--- src/rtl/if_stage.sv ---
// Instruction-fetch stage: PC register, PC+4 adder, redirect mux and IF/ID pipeline register.
// Optional performance counters are built when IF_PERF_CNT_EN is defined; otherwise they read as 0.
module if_stage #(
  parameter logic [31:0] RESET_PC = 32'h0000_0000,
  parameter int unsigned CNT_W    = 16
) (
  input  logic             clk_i,
  input  logic             rst_i,
  input  logic             start_i,
  input  logic             PC_write_i,
  input  logic             IF_ID_write_i,
  input  logic             flush_i,
  input  logic             redirect_i,
  input  logic [31:0]      redirect_pc_i,
  output logic [31:0]      imem_addr_o,
  input  logic [31:0]      imem_data_i,
  output logic [31:0]      IF_ID_pc4_o,
  output logic [31:0]      IF_ID_instr_o,
  output logic             IF_ID_valid_o,
  output logic [CNT_W-1:0] stall_cnt_o,
  output logic [CNT_W-1:0] flush_cnt_o
);

  localparam int unsigned XLEN = 32;
  localparam logic [XLEN-1:0] NOP = 32'h0000_0000;

  typedef struct packed {
    logic [XLEN-1:0] pc4;
    logic [XLEN-1:0] instr;
    logic            valid;
  } if_id_t;

  logic [XLEN-1:0] pc_q, pc_d, pc_plus4;
  logic            run_q, run_eff;
  if_id_t          if_id_q, if_id_d;

  // The arming cycle itself already fetches, so start_i is folded into the run decision.
  assign run_eff  = run_q | start_i;
  assign pc_plus4 = pc_q + XLEN'(4);

  // Next-PC selection: redirect beats stall hold beats sequential fetch.
  always_comb begin
    pc_d = pc_q;
    if (run_eff) begin
      if (redirect_i)      pc_d = {redirect_pc_i[XLEN-1:2], 2'b00};
      else if (PC_write_i) pc_d = pc_plus4;
    end
  end

  // IF/ID next value: flush inserts a bubble even when the register is being held.
  always_comb begin
    if_id_d = if_id_q;
    if (flush_i) begin
      if_id_d = '{pc4: NOP, instr: NOP, valid: 1'b0};
    end else if (IF_ID_write_i) begin
      if (run_eff) if_id_d = '{pc4: pc_plus4, instr: imem_data_i, valid: 1'b1};
      else         if_id_d = '{pc4: NOP, instr: NOP, valid: 1'b0};
    end
  end

  always_ff @(posedge clk_i) begin
    if (rst_i) begin
      pc_q    <= RESET_PC;
      run_q   <= 1'b0;
      if_id_q <= '{pc4: NOP, instr: NOP, valid: 1'b0};
    end else begin
      pc_q    <= pc_d;
      run_q   <= run_eff;
      if_id_q <= if_id_d;
    end
  end

  assign imem_addr_o   = pc_q;
  assign IF_ID_pc4_o   = if_id_q.pc4;
  assign IF_ID_instr_o = if_id_q.instr;
  assign IF_ID_valid_o = if_id_q.valid;

`ifdef IF_PERF_CNT_EN
  logic [CNT_W-1:0] stall_cnt_q, flush_cnt_q;

  // Saturating event counters.
  always_ff @(posedge clk_i) begin
    if (rst_i) begin
      stall_cnt_q <= '0;
      flush_cnt_q <= '0;
    end else begin
      if (run_eff && !PC_write_i && stall_cnt_q != '1) stall_cnt_q <= stall_cnt_q + CNT_W'(1);
      if (flush_i && flush_cnt_q != '1)                flush_cnt_q <= flush_cnt_q + CNT_W'(1);
    end
  end

  assign stall_cnt_o = stall_cnt_q;
  assign flush_cnt_o = flush_cnt_q;
`else
  assign stall_cnt_o = '0;
  assign flush_cnt_o = '0;
`endif

endmodule

--- config.mk ---
export PLATFORM = sky130hd
export DESIGN_NAME = if_stage
export DESIGN_NICKNAME = d
export VERILOG_FILES = /design/src/rtl/if_stage.sv
export SDC_FILE = /design/constraint.sdc
export NUM_CORES = 1
export LEC_CHECK = 0
export BUFFER_PORTS_ARGS = -buffer_cell sky130_fd_sc_hd__clkbuf_2
export CAP_MARGIN = 20
export CORE_ASPECT_RATIO = 1.1
export CORE_UTILIZATION = 47
export CTS_BUF_LIST = sky130_fd_sc_hd__clkbuf_4 sky130_fd_sc_hd__clkbuf_8 sky130_fd_sc_hd__clkbuf_16
export DETAILED_ROUTE_END_ITERATION = 8
export GPL_ROUTABILITY_DRIVEN = 0
export GPL_TIMING_DRIVEN = 0
export HOLD_SLACK_MARGIN = 0.12
export PLACE_DENSITY = 0.86
export SLEW_MARGIN = 25
export SYNTH_ARGS = -nofsm -noshare
export SYNTH_HDL_FRONTEND = slang
export SYNTH_SLANG_ARGS = --single-unit
--- constraint.sdc ---
create_clock -name clk_i -period 2.15 [get_ports clk_i]
set_input_delay 0.1075 -clock clk_i [delete_from_list [all_inputs] [get_ports clk_i]]
set_output_delay 0.1075 -clock clk_i [all_outputs]
set_load 0.05 [all_outputs]
# Word-level counts from Yosys, hierarchy flattened
# Cells that the tools add are included.
dict set report op_classes {
  addsub 1
  mux 3
  bitwise_logic 1
  reduce_logical 3
}
# op n
set ops {}
lappend ops {{65-bit two-way mux} 1}
lappend ops {{32-bit two-way mux} 2}
lappend ops {{32-bit by 3-bit adder with 32-bit output, second input constant} 1}
lappend ops {{2-bit AND reduction} 1}
lappend ops {{2-bit nonzero test} 1}
lappend ops {{2-bit OR reduction} 1}
lappend ops {{1-bit bitwise OR} 1}
dict set report totals {
  ff_bits 98
  inputBits 71
  out_inout_bits 129
  elab_cells 13
}

# Logic depth before layout (Yosys ltp)
# Gate-level depths: netlist (run 1).
dict set report logic_depth {
  word_depth 3
  mapped_depth 7
  depth_no_buf 6
}

# Worst setup path before layout (run 1)
# No wires, ideal clock.
dict set report synth_timing {
  kind {register -> register}
  startpoint {reg pc_q[2], in the netlist imem_addr_o[2]}
  endpoint {reg pc_q[28], in the netlist imem_addr_o[28]}
  arrival_time_ns 2.257
  path_slack_ns -0.193
  path_stages_with_launch 7
  n_path_buf 0
  synth_period_minus_slack_ns 2.343
  cell_sequence {dfxtp_1 ha_1 nand4_2 nor4_2 nand3_1 xor2_1 a211oi_1}
}
dict set report synth_via {
  elab_chain_cells 3
}
# element line
set synth_rtl {}
lappend synth_rtl {{start, declared} 33} ;# logic [XLEN-1:0] pc_q, pc_d, pc_plus4;
lappend synth_rtl {{start signal, assigned} 67} ;# pc_q <= pc_d;
lappend synth_rtl {{32-bit by 3-bit adder with 32-bit output} 39} ;# assign pc_plus4 = pc_q + XLEN'(4);
lappend synth_rtl {{32-bit two-way mux} 46} ;# else if (PC_write_i) pc_d = pc_plus4;
lappend synth_rtl {{32-bit two-way mux} 45} ;# if (redirect_i) pc_d = {redirect_pc_i[XLEN-1:2], 2'b00};
# No other way between the ends. The select of a mux whose other input is x is not followed.
# A chain may end at the register's enable or synchronous reset.

# Worst setup path after layout (run 1)
dict set report layout_timing {
  startpoint {reg pc_q[2], in the netlist imem_addr_o[2]}
  endpoint {reg pc_q[22], in the netlist imem_addr_o[22]}
}
# The elaborated chain is that of the path after synthesis.

==> flow_summary_export.csv, run 1 <==
group,metric,value,unit
hold_path,hold_depth,4,
critical_path,ff2ff_path_depth,7,
timing,report.final.slew_viol_count,0,
layout,final_area,6290,um^2
floorplan,die_area,9670,um^2
yosys,synth.top_cell.area_share,43.6,%
yosys,syn_inst,494,
layout,insertedDiodeCount,0,
critical_path,end_kind,"flop",
grt,antenna_found_initial,0,
routing,dr.first_iter.drc_count,394,
routing,dr.pass1.iters,6,
routing,antenna_left,0,
timing,fmax,486,MHz
yosys,synth-main-ff-cell,"dfxtp_1",
clock_network,cts_buffers,9,
yosys,synthDistinctLibCells,50,
timing,fin_hold_ws,129,ps
hold_path,hp-start,"redirect_pc_i[24]",
critical_path,startpoint_type,"flop",
pwr,p_per_area,673,nW/um^2
clock_network,cts_tree,"yes",
timing,worstMarginPinSlew,648,ps
hold_path,worstHoldPathType,"in2reg",
status,status,"finished, final reports clean",
layout,post-route-util,70.5,%
critical_path,cp.arrival,2360,ps
grt,grt_overflow,0,
timing,fin_crit_sh,95.7,%
placed_design,io_buffers,163,
yosys,synth_area_per_cell,8.83,um^2
critical_path,reg2reg_to,"imem_addr_o[22]$_SDFFE_PP0P_",
floorplan,initial_core_util,48.9,%
grt,grt_usage,30.1,%
pwr,p_leak,2.84,nW
floorplan,io_pins,200,
layout,final_nets,832,
critical_path,crit_fanout,9,
grt,grt_pass1_vias,4460,
critical_path,crit_type,"reg2reg",
critical_path,slowest_delay,440,ps
critical_path,worstPathRequired,2450,ps
timing,period_minus_slack,2060,ps
grt,grt_max_degree,17,
flow_run,cap_violations,0,
timing,final-setup-viol-count,0,
floorplan,chipWidth,93.8,um
critical_path,rrSetupSlack,90,ps
timing,final_hold_viol_count,0,
routing,vias,4705,
layout,syn2layout_area_growth,44.2,%
routing,drc_errors,0,
floorplan,die_h,103,um
critical_path,crit_path_top_delay_cell,"dfxtp_2",
yosys,yosysWarnings,0,
yosys,synth_area_leaders,"dfxtp_1 (44%), a22o_1 (7.0%), buf_4 (6.0%)",
yosys,async_flop_share,0,%
yosys,ys_seq_area_share,43.6,%
clock_network,cts_buffer_depth,2,
critical_path,path_cells,"ha_2, nand4_2, nor4_4, buf_4, nand2_1, o31a_1, a31oi_1",
hold_path,min_to,"imem_addr_o[24]$_SDFFE_PP0P_",
timing,slew_headroom,56.5,%
routing,routed_via_density,5.35,
placed_design,dpl.hpwl,9.98,mm
timing,fin_skew,9.08,ps
pwr,p_total,4.23,mW
clock_network,cts.clk_slew.worst_paths,100,ps
critical_path,reg2reg_from,"imem_addr_o[2]$_SDFFE_PP0P_",
clock_network,clock-root-buffer,"clkbuf_8",
routing,wl_per_cell,16.8,um
floorplan,row_count,36,
routing,wirelength,14.8,mm
yosys,synth_edf_count,0,
layout,drive_above_1_share,31.5,%
clock_network,cts_sinks,95,
placed_design,post_dp_cell_area,5450,um^2
yosys,synth_seq_cells,95,
timing,rsz0062_at_grt,"true",
clock_network,htree_levels,3,
yosys,synth_largest_area_cell,"dfxtp_1",
pwr,ir_worst_vdd,0.000355,V
grt,grt_first_pass_wirelength,22.2,mm
yosys,syn_area,4360,um^2
clock_network,clock_latency,380,ps
floorplan,core,8920,um^2
timing,fin_setup_tns,0,ps
-- worst max-delay path by stage --
stage	start	endpoint	slack, ps	cells after the start
global placement	imem_addr_o[2]$_SDFFE_PP0P_	imem_addr_o[28]$_SDFFE_PP0P_	-40	6
floorplan	imem_addr_o[4]$_SDFFE_PP0P_	imem_addr_o[29]$_SDFFE_PP0P_	6	6
global route	imem_addr_o[2]$_SDFFE_PP0P_	imem_addr_o[30]$_SDFFE_PP0P_	-20	7
finish	imem_addr_o[2]$_SDFFE_PP0P_	imem_addr_o[22]$_SDFFE_PP0P_	90	7
detailed placement	imem_addr_o[2]$_SDFFE_PP0P_	imem_addr_o[28]$_SDFFE_PP0P_	-100	6
CTS	imem_addr_o[13]$_SDFFE_PP0P_	imem_addr_o[31]$_SDFFE_PP0P_	30	5
-- per-layer routing --
layer | global-route usage [%] | wire (um)
met1 | 34.9 | 5690
met2 | 53.5 | 7400
met3 | 6.27 | 1260
met4 | 13.3 | 404
met5 | 0 | 0
-- critical path, delay by kind of cell (launching register included) --
kind                       cells  cell delay (ps)
AOI/OAI and AO/OA              2              420
adders and majority gates      1              300
DFF                            1              440
buffers and inverters          1              190
and+or+nand+nor                3              620
-- cells by family (layout without fill, tap and decap cells) --
| group | after synthesis | after routing | synth area share [%] |
|---|---|---|---|
| AND/OR/NAND/NOR | 148 | 148 | 18.1 |
| AO/OA/AOI/OAI | 146 | 146 | 22.4 |
| flip-flops | 95 | 95 | 43.6 |
| buffers and inverters | 73 | 311 | 9.47 |
| XOR/XNOR | 28 | 28 | 5.62 |
| multiplexers | 2 | 2 | 0.459 |
| adder cells (fa/ha/maj) | 1 | 1 | 0.287 |
| other | 1 | 34 | 0.0860 |
-- state kept, by name, summed over array words and instances (netlist names) --
| signal | count |
|---|---|
| IF_ID_instr_o | 32 |
| IF_ID_pc4_o | 31 |
| IF_ID_valid_o | 1 |
| imem_addr_o | 30 |
| run_q | 1 |
-- Yosys cell counts, types with 4 or more instances --
cell / number
dfxtp_1: 95
xnor2_1: 9
nand3b_1: 9
nor2_1: 24
and2_1: 6
nand3_1: 14
nand4_1: 6
clkbuf_1: 26
buf_4: 35
o31ai_1: 4
a31oi_1: 9
a22oi_1: 7
nor3_1: 7
buf_2: 6
o21ai_0: 29
a22o_1: 35
a211oi_1: 8
or3_1: 4
a21oi_1: 18
xor2_1: 19
inv_1: 5
o21ai_1: 20
nand2b_1: 4
nand2_1: 58
-- power by group --
part | switching (mW) | internal, mW
combinational | 0.660 | 0.307
clock | 0.657 | 0.693
sequential | 0.0840 | 1.83
total | 1.40 | 2.83
-- what timing repair did --
item,CTS,global route
gates resized for setup,1,3
buffers inserted,0,4
setup endpoints to repair,6,20
endpoints found under the hold margin,55,0
pin swaps,2,2
hold buffers,55,0
-- cell type report --
type | count | area (um^2)
clock buffers | 10 | 138
clock inverters | 6 | 93.8
multi-input cells | 359 | 2200
inverters | 5 | 18.8
repair buffers | 222 | 1400
fillers | 701 | 2630
plain buffers | 68 | 394
flip-flops and latches | 95 | 1910
well taps | 114 | 143
-- cell usage in the layout, fill, tap and decap left out, drive strengths merged, types with 15 or more instances in the layout --
master,synthesis,layout
nor2,24,24
buf,42,46
a22o,35,35
dlygate4sd3,0,55
nand3,15,15
nand2,59,59
clkbuf,26,199
conb,1,34
dfxtp,95,95
xor2,19,19
o21ai,49,49
a21oi,18,18
-- per-stage QoR --
stage | std cells | worst slack, ps
2_1_floorplan | 527 | 6.15
4_1_cts | 875 | 30.7
3_5_place_dp | 804 | -100
3_3_place_gp | 804 | -43.1
5_1_grt | 879 | -16.3
6_report | 879 | 91.5
Note: power is estimated with default switching activity, not from simulation.
==> run 2, diff against run 1 <==
ABC_CLOCK_PERIOD_IN_PS = 2150   (was not set)
CORE_MARGIN = 4   (was not set)
==> flow_summary_export.csv, run 2 (synthesis results as in run 1) <==
group,metric,value,unit
floorplan,initial_core_util,48.6,%
timing,setup_slack,98.8,ps
critical_path,startpoint_type,"flop",
grt,antenna_found_initial,0,
critical_path,worstPathRequired,2460,ps
timing,fin_crit_sh,95.4,%
critical_path,cp_top_family,"simple AND/OR/NAND/NOR gates",
timing,report.final.slew_viol_count,0,
floorplan,die_h,109,um
clock_network,clock-root-buffer,"clkbuf_8",
floorplan,core,8960,um^2
timing,final_hold_viol_count,0,
layout,drive_above_1_share,31.2,%
clock_network,cts_buffers,9,
critical_path,crit_buf_inv,0,
layout,final_nets,830,
grt,grt_pass1_vias,4693,
routing,wirelength,15.1,mm
critical_path,end_kind,"flop",
placed_design,post_dp_cell_area,5450,um^2
clock_network,htree_levels,3,
floorplan,chipWidth,99.8,um
pwr,clkPwrFrac,29.7,%
timing,rsz0062_at_grt,"false",
grt,grt_usage,27.2,%
pwr,p_sw_share,33.5,%
layout,largest_register_ffs,32,
pwr,power_frac_comb,23.6,%
layout,fillers,710,
pwr,p_seq_share,46.7,%
pwr,p_sw,1.37,mW
routing,drc_errors,0,
placed_design,dpl.cell_count,804,
timing,slew_headroom,53.6,%
pwr,p_leak,2.82,nW
critical_path,crit_fanout,9,
critical_path,slowest_delay,440,ps
routing,vias,4779,
hold_path,worstHoldPathType,"in2reg",
grt,grt_max_degree,15,
timing,final-setup-viol-count,0,
pwr,p_per_area,657,nW/um^2
timing,worstMarginPinSlew,691,ps
placed_design,pre_cts_slack,-99.7,ps
critical_path,crit_path_top_delay_cell,"dfxtp_2",
layout,final_cell_mix,"clkbuf_2 (163), dfxtp_1 (90), nand2_1 (58)",
timing,period_minus_slack,2050,ps
critical_path,rrSetupSlack,100,ps
layout,layout_commonest_cell,"clkbuf_2",
placed_design,dpl.hpwl,10.5,mm
critical_path,cp.arrival,2360,ps
flow_run,cap_violations,0,
clock_network,cts_sinks,95,
timing,fin_skew,12.0,ps
routing,routed_via_density,5.45,
layout,post-route-util,69.6,%
layout,final_area,6230,um^2
critical_path,crit_type,"reg2reg",
layout,fin_cells,877,
clock_network,cts.clk_slew.worst_paths,100,ps
clock_network,cts_buffer_depth,2,
routing,dr.pass1.iters,6,
floorplan,row_count,36,
layout,syn2layout_area_growth,43.0,%
timing,fin_setup_tns,0,ps
layout,insertedDiodeCount,0,
pwr,p_int,2.73,mW
timing,fmax,488,MHz
pwr,ir_worst_vdd,0.000352,V
floorplan,io_pins,200,
routing,wl_per_cell,17.2,um
grt,grt_overflow,0,
placed_design,io_buffers,163,
critical_path,path_cells,"ha_2, nand4_2, nor4_4, nand2_1, o31a_1, a31oi_1",
floorplan,die_area,10900,um^2
clock_network,clock_latency,380,ps
clock_network,cts_tree,"yes",
status,status,"finished, final reports clean",
grt,grt_first_pass_wirelength,23.2,mm
routing,dr.first_iter.drc_count,354,
routing,antenna_left,0,
## run 2: cell types whose count changed in the layout (fill, tap and decap cells not counted)
cell        change
clkinv_2        +3
clkinvlp_4      -1
nor4_1          +1
nor4_2          -1
clkbuf_4        +2
clkinv_4        -3
buf_4           -2
bufinv_16       -1
## run 2: final timing paths
path / startpoint / end / cells past startpoint
setup reg to reg: imem_addr_o[2]$_SDFFE_PP0P_ / imem_addr_o[22]$_SDFFE_PP0P_ / 6
hold / removal: rst_i / IF_ID_pc4_o[4]$_SDFFE_PP0P_ / 3
hold reg to reg: IF_ID_pc4_o[12]$_SDFFE_PP0P_ / IF_ID_pc4_o[12]$_SDFFE_PP0P_ / 2
setup / recovery: imem_addr_o[2]$_SDFFE_PP0P_ / imem_addr_o[22]$_SDFFE_PP0P_ / 6
## run 2: timing repair
action                                  CTS  global route
pin swaps                                 1             2
cloned                                    0             0
hold buffers                             55             0
endpoints found under the setup margin    6            21
endpoints found under the hold margin    56             0
setup buffers                             0             2
resized for setup                         1             2
## run 2: power groups by stage
stage	combinational, mW	sequential, mW	clock [mW]
2_1_floorplan	0.410	2.17	0
3_3_place_gp	0.852	1.94	0
3_5_place_dp	0.866	1.95	0
4_1_cts	0.949	1.91	1.23
5_1_grt	1.02	1.92	1.28
6_report	0.967	1.91	1.22
## run 2: cell type report
cell class	count	area [um^2]	area share (%)
clock inverter	4	45.0	0.722
buffer	68	394	6.32
tap	114	143	2.29
inverter	5	18.8	0.301
sequential	95	1910	30.6
timing repair buffer	220	1380	22.2
clock buffer	12	153	2.45
multi-input combinational	359	2190	35.2
## run 2: per-layer routing
metal  up-vias  part of all wire, %  GRT usage [%]
met4         0                  2.6           12.7
met1      2207                   38           31.0
met2       295                   49           47.4
met3        43                   11           6.85
met5         -                    0              0
li1       2234                    -              -
## run 2: stage by stage
stage          total power [mW]  hold slack, ps
2_1_floorplan              2.58             233
3_3_place_gp               2.80             317
3_5_place_dp               2.82             321
4_1_cts                    4.08             121
5_1_grt                    4.22             131
6_report                   4.10             121
## run 2: worst reg2reg max path: stages (launching register included)
cell and delay [ps]:
dfxtp_2 440, ha_2 290, nand4_2 240, nor4_4 400
nand2_1 160, o31a_1 280, a31oi_1 160
